### config.mk
export PLATFORM = sky130hd
export DESIGN_NAME = dot_seq_ctrl
export DESIGN_NICKNAME = d
export VERILOG_FILES = /design/src/rtl/dot_pkg.sv /design/src/rtl/dot_max_tracker.sv /design/src/rtl/dot_seq_ctrl.sv
export SDC_FILE = /design/constraint.sdc
export NUM_CORES = 1
export LEC_CHECK = 0
export ABC_AREA = 1
export CORE_UTILIZATION = 50
export CTS_CLUSTER_SIZE = 16
export DETAILED_ROUTE_END_ITERATION = 8
export DONT_BUFFER_PORTS = 1
export GPL_ROUTABILITY_DRIVEN = 1
export SYNTH_ARGS = -nofsm -noshare
export SYNTH_HDL_FRONTEND = slang
export SYNTH_SLANG_ARGS = --single-unit
### constraint.sdc
create_clock -name clk -period 1.71 [get_ports clk]
set_input_delay 0.342 -clock clk [delete_from_list [all_inputs] [get_ports clk]]
set_output_delay 0.342 -clock clk [all_outputs]
set_load 0.01 [all_outputs]
### src/rtl/dot_pkg.sv
// Shared types and constants for the dot-product sequencer.
package dot_pkg;
    localparam int NIBBLES = 4;
    localparam int SUM_W   = 10;

    typedef enum logic [2:0] {
        ST_IDLE,
        ST_LOAD_W,
        ST_LOAD_I,
        ST_SETTLE,
        ST_SAMPLE,
        ST_RESP
    } state_t;

    function automatic logic [3:0] nib_sel(input logic [15:0] v, input logic [1:0] b);
        return v[b*4 +: 4];
    endfunction
endpackage

### src/rtl/dot_max_tracker.sv
// Running maximum / argmax over sampled dot products; strict compare keeps the earlier index on ties.
module dot_max_tracker
    import dot_pkg::*;
#(
    parameter int IDX_W = 4
) (
    input  logic              clk,
    input  logic              rst,
    input  logic              i_en,
    input  logic              i_clr,
    input  logic [SUM_W-1:0]  i_sum,
    input  logic [IDX_W-1:0]  i_idx,
    output logic [SUM_W-1:0]  o_max,
    output logic [IDX_W-1:0]  o_argmax,
    output logic              o_new_max
);
    logic [SUM_W-1:0] r_max;
    logic [IDX_W-1:0] r_argmax;
    logic             r_new_max;
    logic             w_upd;

    assign w_upd = i_clr || (i_sum > r_max);

    always_ff @(posedge clk) begin
        if (rst) begin
            r_max     <= '0;
            r_argmax  <= '0;
            r_new_max <= 1'b0;
        end else if (i_en) begin
            r_new_max <= w_upd;
            if (w_upd) begin
                r_max    <= i_sum;
                r_argmax <= i_idx;
            end
        end
    end

    assign o_max     = r_max;
    assign o_argmax  = r_argmax;
    assign o_new_max = r_new_max;
endmodule

### src/rtl/dot_seq_ctrl.sv
// Sequences one command's weights then inputs into the dot-product datapath, samples the sum
// and presents it with running max/argmax over a valid/ready result port.
module dot_seq_ctrl
    import dot_pkg::*;
#(
    parameter int IDX_W = 4
) (
    input  logic              clk,
    input  logic              rst,
    input  logic              cmd_valid,
    output logic              cmd_ready,
    input  logic [15:0]       cmd_weights,
    input  logic [15:0]       cmd_inputs,
    input  logic              cmd_clear_max,
    output logic [3:0]        dp_nibble,
    output logic              dp_sel_w,
    output logic              dp_shift,
    input  logic [SUM_W-1:0]  dp_sum,
    output logic              res_valid,
    input  logic              res_ready,
    output logic [SUM_W-1:0]  res_sum,
    output logic [SUM_W-1:0]  res_max,
    output logic [IDX_W-1:0]  res_idx,
    output logic [IDX_W-1:0]  res_argmax,
    output logic              res_new_max
);
    state_t           r_state, w_next;
    logic [1:0]       r_beat;
    logic [15:0]      r_w, r_i;
    logic             r_clr;
    logic [IDX_W-1:0] r_idx_cnt, r_res_idx, w_cur_idx;
    logic [SUM_W-1:0] r_res_sum;
    logic             w_sample;

    assign w_sample  = (r_state == ST_SAMPLE);
    // A cleared command restarts numbering so it becomes index 0.
    assign w_cur_idx = r_clr ? '0 : r_idx_cnt;

    always_ff @(posedge clk) begin
        if (rst) begin
            r_state <= ST_IDLE;
        end else begin
            r_state <= w_next;
        end
    end

    always_comb begin
        w_next    = r_state;
        cmd_ready = 1'b0;
        res_valid = 1'b0;
        dp_shift  = 1'b0;
        dp_sel_w  = 1'b0;
        dp_nibble = 4'd0;
        case (r_state)
            ST_IDLE: begin
                cmd_ready = 1'b1;
                if (cmd_valid) w_next = ST_LOAD_W;
            end
            ST_LOAD_W: begin
                dp_shift  = 1'b1;
                dp_sel_w  = 1'b1;
                dp_nibble = nib_sel(r_w, r_beat);
                if (r_beat == 2'd3) w_next = ST_LOAD_I;
            end
            ST_LOAD_I: begin
                dp_shift  = 1'b1;
                dp_nibble = nib_sel(r_i, r_beat);
                if (r_beat == 2'd3) w_next = ST_SETTLE;
            end
            ST_SETTLE: w_next = ST_SAMPLE;
            ST_SAMPLE: w_next = ST_RESP;
            ST_RESP: begin
                res_valid = 1'b1;
                if (res_ready) w_next = ST_IDLE;
            end
            default: w_next = ST_IDLE;
        endcase
    end

    always_ff @(posedge clk) begin
        if (rst) begin
            r_beat    <= '0;
            r_w       <= '0;
            r_i       <= '0;
            r_clr     <= 1'b0;
            r_idx_cnt <= '0;
            r_res_idx <= '0;
            r_res_sum <= '0;
        end else begin
            // Beat wraps 3->0 on the LOAD_W -> LOAD_I transition.
            if (r_state == ST_LOAD_W || r_state == ST_LOAD_I) r_beat <= r_beat + 2'd1;
            else                                                r_beat <= '0;
            if (r_state == ST_IDLE && cmd_valid) begin
                r_w   <= cmd_weights;
                r_i   <= cmd_inputs;
                r_clr <= cmd_clear_max;
            end
            if (w_sample) begin
                r_res_sum <= dp_sum;
                r_res_idx <= w_cur_idx;
                r_idx_cnt <= (w_cur_idx == '1) ? w_cur_idx : w_cur_idx + IDX_W'(1);
            end
        end
    end

    dot_max_tracker #(.IDX_W(IDX_W)) u_max (
        .clk       (clk),
        .rst       (rst),
        .i_en      (w_sample),
        .i_clr     (r_clr),
        .i_sum     (dp_sum),
        .i_idx     (w_cur_idx),
        .o_max     (res_max),
        .o_argmax  (res_argmax),
        .o_new_max (res_new_max)
    );

    assign res_sum = r_res_sum;
    assign res_idx = r_res_idx;
endmodule

# Yosys cells after proc, flatten, opt, wreduce, memory -nomap -nowiden
# Cells that the tools add are included.
dict set report word_totals {
  reg_bits 71
  input_bits 47
  out_inout_bits 37
  elab_cells 48
}
dict set report classes {
  addsub 2
  n_lt_le_gt_ge 1
  n_eq_ne 11
  shifts 2
  muxes 12
  n_bitwise 1
  reduce_logical 8
}
# op n
set op_table {}
lappend op_table {{indexed part select 16 x 5 -> 4 bit} 2}
lappend op_table {{case mux 3 bit (6 select lines)} 1}
lappend op_table {{two-way mux 3 bit} 4}
lappend op_table {{> comparator 10 bit} 1}
lappend op_table {{two-way mux 4 bit} 2}
lappend op_table {{inequality test 2 bit (second input constant)} 4}
lappend op_table {{case mux 4 bit (2 select lines)} 1}
lappend op_table {{== test 3 x 2 -> 1 bit (second input constant)} 2}
lappend op_table {{== test 3 bit (second input constant)} 2}
lappend op_table {{adder 4 x 1 -> 4 bit (second input constant)} 1}
lappend op_table {{== test 4 bit (second input constant)} 1}
lappend op_table {{two-way mux 1 bit} 4}
lappend op_table {{AND reduction 4 bit} 1}
lappend op_table {{OR reduction 2 bit} 2}
lappend op_table {{== test 3 x 1 -> 1 bit (second input constant)} 1}
lappend op_table {{logical NOT 3 bit} 1}
lappend op_table {{adder 2 x 1 -> 2 bit (second input constant)} 1}
lappend op_table {{== test 2 bit (second input constant)} 1}
lappend op_table {{logical OR 1 bit} 2}
lappend op_table {{AND reduction 2 bit} 1}
lappend op_table {{logical AND 1 bit} 1}
lappend op_table {{inverter 1 bit} 1}

# Logic depth before layout (Yosys ltp)
dict set report logic_depth {
  depth_word 4
  ltp_mapped 15
  depth_no_buf 14
}

# By module
# Synthesis repeated with hierarchy kept, for this count alone.
dict set report unflattened {
  hier_cells 498
  area_unflattened_um2 3459.6
}
# mod instances cells_per_inst area_per_inst_um2 seq_area_each_um2
set by_module_without_submodules {}
lappend by_module_without_submodules {dot_seq_ctrl 1 350 2494.9 1121.1}
lappend by_module_without_submodules {dot_max_tracker 1 148 964.7 300.3}

# Least setup slack after synthesis
# No wires, ideal clock.
dict set report synth_path {
  path_kind {reg-to-reg}
  from {register u_max.r_max[9] (netlist: u_max.o_max[9])}
  to {register u_max.r_max[3] (netlist: u_max.o_max[3])}
  setup_time_ps 109
  arrival_ps 1528
  t_required_ps 1601
  setup_slack_ps 73
  stages_incl_launch_ff 14
  path_buffers 1
  period_less_slack_ps 1637
  cell_sequence {dfxtp_1 -> inv_1 -> ha_1 -> nand2_1 -> inv_1 -> a21oi_1 -> nand3_1 -> nand2_1 -> nand2_2 -> nand2_2 -> buf_6 -> nand2_1 -> nand2_1 -> inv_1}
}
dict set report synth_via {
  elab_chain_len 3
}
# element line_no
set synth_rtl {}
lappend synth_rtl {{start, declared} dot_max_tracker.sv:17} ;# logic [SUM_W-1:0] r_max;
lappend synth_rtl {{start signal, assigned} dot_max_tracker.sv:32} ;# r_max <= i_sum;
lappend synth_rtl {{> comparator 10 bit} dot_max_tracker.sv:22} ;# assign w_upd = i_clr || (i_sum > r_max);
lappend synth_rtl {{logical OR 1 bit} dot_max_tracker.sv:22}
lappend synth_rtl {{AND reduction 2 bit (no line)} --}
# Every way passes these cells.
# A chain may end at the register's enable or synchronous reset.

# Worst setup path after layout
dict set report layout_path {
  from {register r_state[1]}
  to {output port dp_nibble[2]}
}
dict set report layout_via {
  elab_chain_len 2
  word_cells_on_any_way 3
  cone_classes {eq/ne (2); mux (1)}
}
# element line_no
set layout_rtl {}
lappend layout_rtl {{start, declared} dot_seq_ctrl.sv:27} ;# state_t r_state, w_next;
lappend layout_rtl {{start signal, assigned} dot_seq_ctrl.sv:43} ;# r_state <= w_next;
lappend layout_rtl {{== test 3 x 2 -> 1 bit / == test 3 x 1 -> 1 bit (equally long branches)} dot_seq_ctrl.sv:54} ;# case (r_state)
lappend layout_rtl {{case mux 4 bit (2 select lines) *} dot_seq_ctrl.sv:54}
lappend layout_rtl {{end, declared} dot_seq_ctrl.sv:15} ;# output logic [3:0] dp_nibble,
# Every way passes the cells marked *; elsewhere a longest branch is shown, timed or not.

==> impl_metrics.env <==
export IMPL_ir_drop_mv=0.8868
export IMPL_period_share_pct=114.4
export IMPL_period_minus_slack_ps=1957
export IMPL_antennaDiodeCount=0
export IMPL_clk_path_buf_depth=2
export IMPL_cts_htree_levels=3
export IMPL_first_pass_iters=4
export IMPL_place_inst=544
export IMPL_pwr_density_cell_nw_per_um2=1595
export IMPL_critPathMaxFanout=15
export IMPL_p_switching_mw=2.498
export IMPL_synth_async_reset_ratio_pct=0
export IMPL_synth_most_common_cell="nand2_1"
export IMPL_netlist_area_um2=3264
export IMPL_pwr_share_comb_pct=42.8
export IMPL_drtIter0Drc=93
export IMPL_clkTransAtPathRegs_ps=70
export IMPL_min_to="r_w[2]$_SDFFE_PP0P_"
export IMPL_clockRootBuffer="clkbuf_8"
export IMPL_synth_fp_nets=515
export IMPL_cts_buffers=9
export IMPL_end_kind="primary output"
export IMPL_die_area_um2=6856
export IMPL_path_class="flop to primary output"
export IMPL_syn_avg_cell_area_um2=7.159
export IMPL_yosys_warnings=0
export IMPL_setup_worst_path_start_class="flop"
export IMPL_hold_path_class="input pin to flop"
export IMPL_reg2reg_to="u_max.o_max[9]$_SDFFE_PP0P_"
export IMPL_grt_pass1_vias=2832
export IMPL_cts_sinks=71
export IMPL_instances_no_fill=566
export IMPL_p_leak_nw=1.816
export IMPL_synth_cell_types=26
export IMPL_synth_seq_cells=71
export IMPL_maxSlewViolCount=0
export IMPL_maxCapViolations=0
export IMPL_arrival_ps=1610
export IMPL_worstPathCellList="inv_2, nor2_4, nand2_4, buf_12, a21oi_2, o21ai_1, a21oi_2, nor2_4"
export IMPL_critPathSlowestCell="dfxtp_2"
export IMPL_vias=2997
export IMPL_slew_headroom_pct=74.20
export IMPL_worstHoldStart="rst"
export IMPL_area_delta_synth_final_pct=24.53
export IMPL_overflow=0
export IMPL_worstPathRequired_ps=1370
export IMPL_p_clk_share_pct=23.3
export IMPL_vias_per_cell=5.295
export IMPL_coreArea_um2=6314
export IMPL_p_int_mw=3.984
export IMPL_rsz0062_at_grt="yes"
export IMPL_nets=543
export IMPL_finalSetupTns_ps=-930.2
export IMPL_violations="setup timing"
export IMPL_setup_violations=5
export IMPL_yosys_area_top_type="dfxtp_1"
export IMPL_drive_gt1_share_pct=26.18
export IMPL_p_total_mw=6.482
export IMPL_setup_slack_ps=-246.7
export IMPL_ant_nets=0
export IMPL_swShare_pct=38.54
export IMPL_fmax_ghz=0.5111
export IMPL_reg2reg_from="u_max.o_max[6]$_SDFFE_PP0P_"
export IMPL_worst_pin_slew_ps=386.5
export IMPL_skew_ps=9.631
export IMPL_hpwl_mm=5.625
export IMPL_netlist_instances=456
export IMPL_cts_tree="built"
export IMPL_place_congestion=0.8749
export IMPL_reg2regPathDepth=12
export IMPL_synth_area_top_cells="dfxtp_1 (44%), nand2_1 (9.5%), a21oi_1 (8.9%)"
export IMPL_synth_top_area_share_pct=43.54
export IMPL_die_w_um=82.80
export IMPL_hold_violations=0
export IMPL_clk_insertion_delay_late_ps=340
export IMPL_r2r_slack_ps=90
export IMPL_status="finished, violations left"
export IMPL_initial_core_util_pct=51.70
export IMPL_grt_usage_pct=23.87
export IMPL_synth_edf_count=0
export IMPL_hold_depth=1
export IMPL_fp_dieH_um=82.80
export IMPL_routed_wl_mm=8.200
export IMPL_synth_top_flop_cell="dfxtp_1"
export IMPL_io_pins=84
export IMPL_row_count=29
export IMPL_port_buffers=0
export IMPL_wire_per_inst_um=14.49
export IMPL_seqPwrFrac_pct=33.9
export IMPL_synth_common_cells="nand2_1 (83), dfxtp_1 (71), inv_1 (59)"
export IMPL_drc=0
export IMPL_seq_area_frac_synth_pct=43.54
export IMPL_antenna_found_initial=0
export IMPL_grt_first_pass_wirelength_mm=13.18
export IMPL_grt_max_degree=32
export IMPL_max_stage_delay_ps=330
[critical path, delay by kind of cell, from the launching register on]
| kind | cells | cell delay [ps] |
|---|---|---|
| AND/OR/NAND/NOR | 3 | 300 |
| AO/OA/AOI/OAI | 3 | 410 |
| buffers and inverters | 2 | 220 |
| flip-flops | 1 | 330 |
[routing by layer]
metal	global-route usage (%)	vias up	wire length, µm
met5	0	-	0
met1	26.85	1395	3437
met3	8.250	10	450
met4	5.799	0	106
li1	-	1530	-
met2	43.00	62	4206
[logic make-up (layout without fill, tap and decap cells)]
group,count (synthesis),after routing,synth area share [%]
simple gates,166,168,21.58
buf+inv,89,120,11.38
flops,71,71,43.54
compound gates,118,118,18.90
fa+ha+maj,12,12,4.599
[layout by cell type, fill, tap and decap left out]
cell       count
inv_2         14
nor2_1        36
o21ai_0       12
clkbuf_8      11
buf_12         2
inv_1         52
nand4_1        1
buf_4         31
a21oi_1       45
and3_1         1
a31oi_1        2
buf_6          3
a21oi_2       18
dfxtp_2        8
nor3_1         5
ha_4           6
o21ai_1       37
nand3_1       23
nor3_2         1
a211oi_1       2
buf_8          1
nor2_4         7
clkbuf_1       2
o21ai_2        2
nand2_2        9
ha_1           6
bufinv_16      2
inv_4          1
nand2_4        5
nor2_2         2
nand3_2        2
clkinv_2       1
nand2_1       74
nand2_8        2
dfxtp_1       63
[through the flow]
stage | hold WS, ps | utilization (%) | worst slack, ps | cell area, µm²
6_report | 62.19 | 64.39 | -246.7 | 4065
2_1_floorplan | 420.5 | - | 72.76 | 3264
4_1_cts | 43.68 | 60.44 | -237.3 | 3816
3_3_place_gp | 411.9 | 55.65 | 15.05 | 3513
3_5_place_dp | 413.5 | 55.65 | -14.88 | 3513
5_1_grt | 41.15 | 64.39 | -355.8 | 4065
[worst max-delay path by stage]
stage,slack [ps],cells past startpoint,from,endpoint
2_1_floorplan,70,13,u_max.o_max[9]$_SDFFE_PP0P_,u_max.o_max[3]$_SDFFE_PP0P_
3_3_place_gp,20,12,u_max.o_max[9]$_SDFFE_PP0P_,u_max.o_max[1]$_SDFFE_PP0P_
3_5_place_dp,-10,11,dp_sum[9],u_max.o_max[5]$_SDFFE_PP0P_
4_1_cts,-240,9,r_state[1]$_SDFFE_PP0P_,dp_nibble[1]
5_1_grt,-360,9,r_state[1]$_SDFFE_PP0P_,dp_nibble[0]
6_report,-250,8,r_state[1]$_SDFFE_PP0P_,dp_nibble[2]
[area by class of cell]
type	count	area, µm²
Clock buffer	13	158.9
Clock inverter	3	65.06
Fill cell	585	2248
Inverter	67	254.0
Multi-Input combinational cell	298	1738
Sequential cell	71	1431
Tap cell	77	96.34
Timing Repair Buffer	37	321.6
[sequential cells by signal (all words and copies together), names as in the netlist]
name             cells
r_i                 16
r_w                 16
res_sum             10
u_max.o_max         10
r_idx_cnt            4
res_idx              4
u_max.o_argmax       4
r_state              3
r_beat               2
r_clr                1
u_max.o_new_max      1
[power by group through the flow]
stage               sequential (mW)  clock (mW)  combinational [mW]
finish                         2.19        1.51                2.78
global route                   2.23        1.61                3.07
CTS                            2.19        1.55                2.46
detailed placement             2.22           0                2.22
global placement               2.21           0                2.18
floorplan                      2.20           0                1.57
[timing repair]
action                     CTS  global route
cloned                       1             1
gates resized for setup     15            56
setup buffers                3             1
pin swaps                    9            20
setup endpoints to repair   13            21
hold buffers                 0             0
Power figures use the tool's default switching activity.
